**src/rtl/pe3x3_psum_acc.sv**
```systemverilog
// Partial-sum accumulator behind the 3x3 row PE: sums 9 Q24.8 lanes over one
// group of beats and hands the finished group to the output writer.
module pe3x3_psum_acc #(
  parameter int OUTPUT_NUM = 9,
  parameter int IW         = 24,
  parameter int FW         = 8,
  parameter int ACC_LEN    = 48,
  localparam int LW        = IW + FW,
  localparam int PW        = OUTPUT_NUM * LW,
  localparam int CW        = $clog2(ACC_LEN + 1)
) (
  input  logic          clk,
  input  logic          rst,
  input  logic [PW-1:0] psum_i,
  input  logic          psum_valid_i,
  input  logic          psum_last_i,
  output logic          psum_ready_o,
  output logic [PW-1:0] res_o,
  output logic          res_valid_o,
  input  logic          res_ready_i,
  output logic [CW-1:0] beat_cnt_o,
  output logic          err_o
);

  // Handshake: a beat moves when psum_valid_i && psum_ready_o; a result moves
  // when res_valid_o && res_ready_i. A pending result blocks new beats unless
  // it is being taken in the same cycle, which keeps one group per cycle.
  logic [PW-1:0] r_acc;
  logic [PW-1:0] r_res;
  logic          r_res_valid;
  logic [CW-1:0] r_beat_cnt;
  logic          r_err;

  logic          w_accept;
  logic          w_take;
  logic          w_close;
  logic          w_first;
  logic [PW-1:0] w_sum;

  assign psum_ready_o = !r_res_valid || res_ready_i;
  assign w_accept     = psum_valid_i && psum_ready_o;
  assign w_take       = r_res_valid && res_ready_i;
  assign w_first      = (r_beat_cnt == '0);
  assign w_close      = psum_last_i || (r_beat_cnt == CW'(ACC_LEN - 1));

  // Lanes are independent two's-complement adders that wrap.
  always_comb begin
    w_sum = '0;
    for (int k = 0; k < OUTPUT_NUM; k++) begin
      w_sum[k*LW +: LW] = w_first ? psum_i[k*LW +: LW]
                                  : r_acc[k*LW +: LW] + psum_i[k*LW +: LW];
    end
  end

  always_ff @(posedge clk or posedge rst) begin
    if (rst) begin
      r_acc       <= '0;
      r_res       <= '0;
      r_res_valid <= 1'b0;
      r_beat_cnt  <= '0;
      r_err       <= 1'b0;
    end else begin
      if (w_take) begin
        r_res_valid <= 1'b0;
      end
      if (w_accept) begin
        if (w_close) begin
          r_res       <= w_sum;
          r_res_valid <= 1'b1;
          r_acc       <= '0;
          r_beat_cnt  <= '0;
          if (!psum_last_i) begin
            r_err <= 1'b1;
          end
        end else begin
          r_acc      <= w_sum;
          r_beat_cnt <= r_beat_cnt + 1'b1;
        end
      end
    end
  end

  assign res_o       = r_res;
  assign res_valid_o = r_res_valid;
  assign beat_cnt_o  = r_beat_cnt;
  assign err_o       = r_err;

endmodule

```
**config.mk**
```make
export PLATFORM = sky130hd
export DESIGN_NAME = pe3x3_psum_acc
export DESIGN_NICKNAME = d
export VERILOG_FILES = /design/src/rtl/pe3x3_psum_acc.sv
export SDC_FILE = /design/constraint.sdc
export NUM_CORES = 2
export LEC_CHECK = 0
export CORE_MARGIN = 1
export CORE_UTILIZATION = 46
export DETAILED_ROUTE_END_ITERATION = 8
export PLACE_DENSITY = 0.76
export SYNTH_ARGS = -nofsm -noshare
export SYNTH_HDL_FRONTEND = slang
export SYNTH_SLANG_ARGS = --single-unit
```
**constraint.sdc**
```tcl
create_clock -name clk -period 43.1 [get_ports clk]
set_input_delay 8.62 -clock clk [delete_from_list [all_inputs] [get_ports clk]]
set_output_delay 8.62 -clock clk [all_outputs]
set_load 0.1 [all_outputs]
```
==> impl_results.md <==
* Post-CTS Setup Bufs at 0
* Post-synth top cells: nand2_1, o21ai_0, dfrtp_1
* Crit path max fanout at 5
* IO Pins at 590
* Post-Syn Instances at 4331
* Ys flop type: dfrtp_1
* WL/cell at 19.19 um
* Synth area leaders: dfrtp_1, o21ai_0, ha_1
* Kind of critical path: primary input to output port
* Initial core utilization at 46.74%
* Antenna-violating nets left at 0
* Cell with the most instances after synthesis: nand2_1
* CTS Hold Bufs at 0
* Status: finished, final reports clean
* Yosys top cell by area: dfrtp_1
* DIE WIDTH at 286.0 um
* Drt total wl at 113800 um
* Finished Cell Area at 46320 um2
* Largest net degree at the start of global routing at 165
* Worst hold path type: flip-flop to flip-flop
* Area Overhead vs Synth at 24.84%
* Final nets at 5390
* Post-DP HPWL at 81230 um
* Grt total ovfl at 0
* Worst setup SP type: primary input
* Post-synth top area share at 39.38%
* Async set-reset flop share out of synthesis at 100.0%
* Iter 0 DRT Violations at 2182
* Setup tns final at 0 ns
* All-layer global routing usage at 27.41%
* Initial antenna violation count at 22
* Clk_skew at 0.03529 ns
* Critical Path RT at 34.48 ns
* Row Count at 103
* Mean Syn Cell Area at 8.567 um2
* Final worst slack at 23.98 ns
* Clk sinks at 584
* # setup viols final at 0
* Clk slew on worst S/H paths at 0.06 ns
* First-pass GRT wire length at 180300 um
* Worst slew pin tran at 1.189 ns
* Max IR drop VDD at 54.19 uV
* Bufs on Longest Clock Path at 3
* RSZ-0062 raised after global routing: no
* Worst hold slack at 0.4753 ns
* Seq/Total Area, Yosys at 39.38%
* Final-report hold violation count at 0
* Crit share post-route at 44.36%
* Vias in the first global route at 33163
* Power per cell area at 74.11 nW/um2
* Crit. End Element: output port
* Final slew viol count at 0
* Via count at 34048
* Clk_lat worst skew at 0.62 ns
* Fin crit period at 19.12 ns
* First-pass DRT Iterations at 7
* Placer congestion estimate at 0.9327
* Synth warn at 0
* CTS tree: yes
* Resized Gates After CTS at 0
* Port bufs at 589
* Chip Height at 286.0 um
* Fmax at 52.30 MHz
* Placed cell areas at 43810 um2
* Post-synth EDFFs at 0
* TritonCTS buffer count at 71
* Vias/cell at 5.744
* Mapped Nets at 4914
* Slew Limit Headroom at 20.50%
* Root Buffer: clkbuf_16
* Core box area at 79390 um2
* Die area at 81800 um2
* Worst slack, placed at 23.98 ns
* LEAKAGE at 21.16 nW
* Max_cap viols at 0
* H-tree depth reported by CTS at 3
* Layout cell share with drive strength beyond 1 at 4.360%
* Synth Cell Area at 37110 um2
* DRC errors left at 0
* Number of unique standard cell types used by synthesis at 76
* Flops & latches, synth at 584
* Worst EP arrival at 10.50 ns
[state kept, by name, indices dropped and copies added (netlist names)]
register and count:
beat_cnt_o 6, err_o 1, r_acc 288, res_o 288
res_valid_o 1
[cell families (layout without fill, tap and decap cells)]
kind of cell / Yosys count / in the layout / share of synthesized area [%]
and+or+nand+nor: 1284 / 1284 / 14.82
adders and majority gates: 290 / 290 / 9.961
xor gates and xnor gates: 222 / 222 / 5.240
muxes: 86 / 86 / 2.377
other: 0 / 16 / 0
DFF: 584 / 584 / 39.38
AOI/OAI and AO/OA: 1573 / 1573 / 25.26
buffers and inverters: 292 / 823 / 2.954
[final cells by class]
| class | instances | area, um2 |
|---|---|---|
| clock buffers | 97 | 2034 |
| multi-input cells | 3455 | 21460 |
| fillers | 7114 | 33060 |
| well taps | 1050 | 1314 |
| diodes | 16 | 40.04 |
| inverters | 77 | 296.5 |
| flip-flops and latches | 584 | 14610 |
| repair buffers | 618 | 6128 |
| clock inverters | 31 | 435.4 |
[report_power, final]
group / internal, W / leakage, nW / total [W] / switching (W)
clock network: 0.000386 / 1.20 / 0.000635 / 0.000249
registers: 0.000718 / 7.38 / 0.000824 / 0.000107
logic: 0.000573 / 12.6 / 0.00197 / 0.00140
total: 0.00168 / 21.2 / 0.00343 / 0.00176
[worst max-delay path: stages]
cell,delay (ns)
clkdlybuf4s50_1,0.45
nand2b_1,0.24
clkdlybuf4s50_1,1.18
[routing by layer]
layer	share of wire, %	GRT usage [%]
met1	41	33.86
met2	47	45.24
met3	8.3	7.536
met4	3.9	10.88
met5	0.11	0
[placed cells by master (no fill, tap or decap), drive strengths merged, types with 27 or more instances in the layout]
cell type,instances
nand3,52
a21oi,310
o31ai,62
clkbuf,97
mux2i,69
nand4,27
buf,33
and3,34
xor2,100
o21a,40
o21ai,734
inv,80
a31oi,53
ha,281
nor3,41
clkdlybuf4s50,585
xnor2,122
nor2,226
a21o,134
o21bai,38
a211oi,38
nand2,762
nand2b,33
dfrtp,584
[per-stage QoR]
| stage | power, W | util, % | instances |
|---|---|---|---|
| floorplan | 0.002312 | - | 4331 |
| global placement | 0.002760 | 55.19 | 5784 |
| detailed placement | 0.002792 | 55.19 | 5784 |
| finish | 0.003433 | 58.35 | 5928 |
| global route | 0.003625 | 58.34 | 5923 |
| CTS | 0.003443 | 58.30 | 5912 |
[path summary, 6_finish.rpt]
check                                 start           end  slack (ns)  cells past startpoint
min in group asynchronous               rst    res_o[200]        8.56                      2
worst min-delay path             res_o[272]    res_o[272]        0.48                      2
max in group asynchronous               rst     res_o[56]       32.39                      4
worst min register to register   res_o[272]    res_o[272]        0.48                      2
worst max register to register   r_acc[128]    res_o[156]       38.87                     13
worst max-delay path            res_ready_i  psum_ready_o       23.98                      3
No activity file was read; power rests on OpenSTA's default activity.
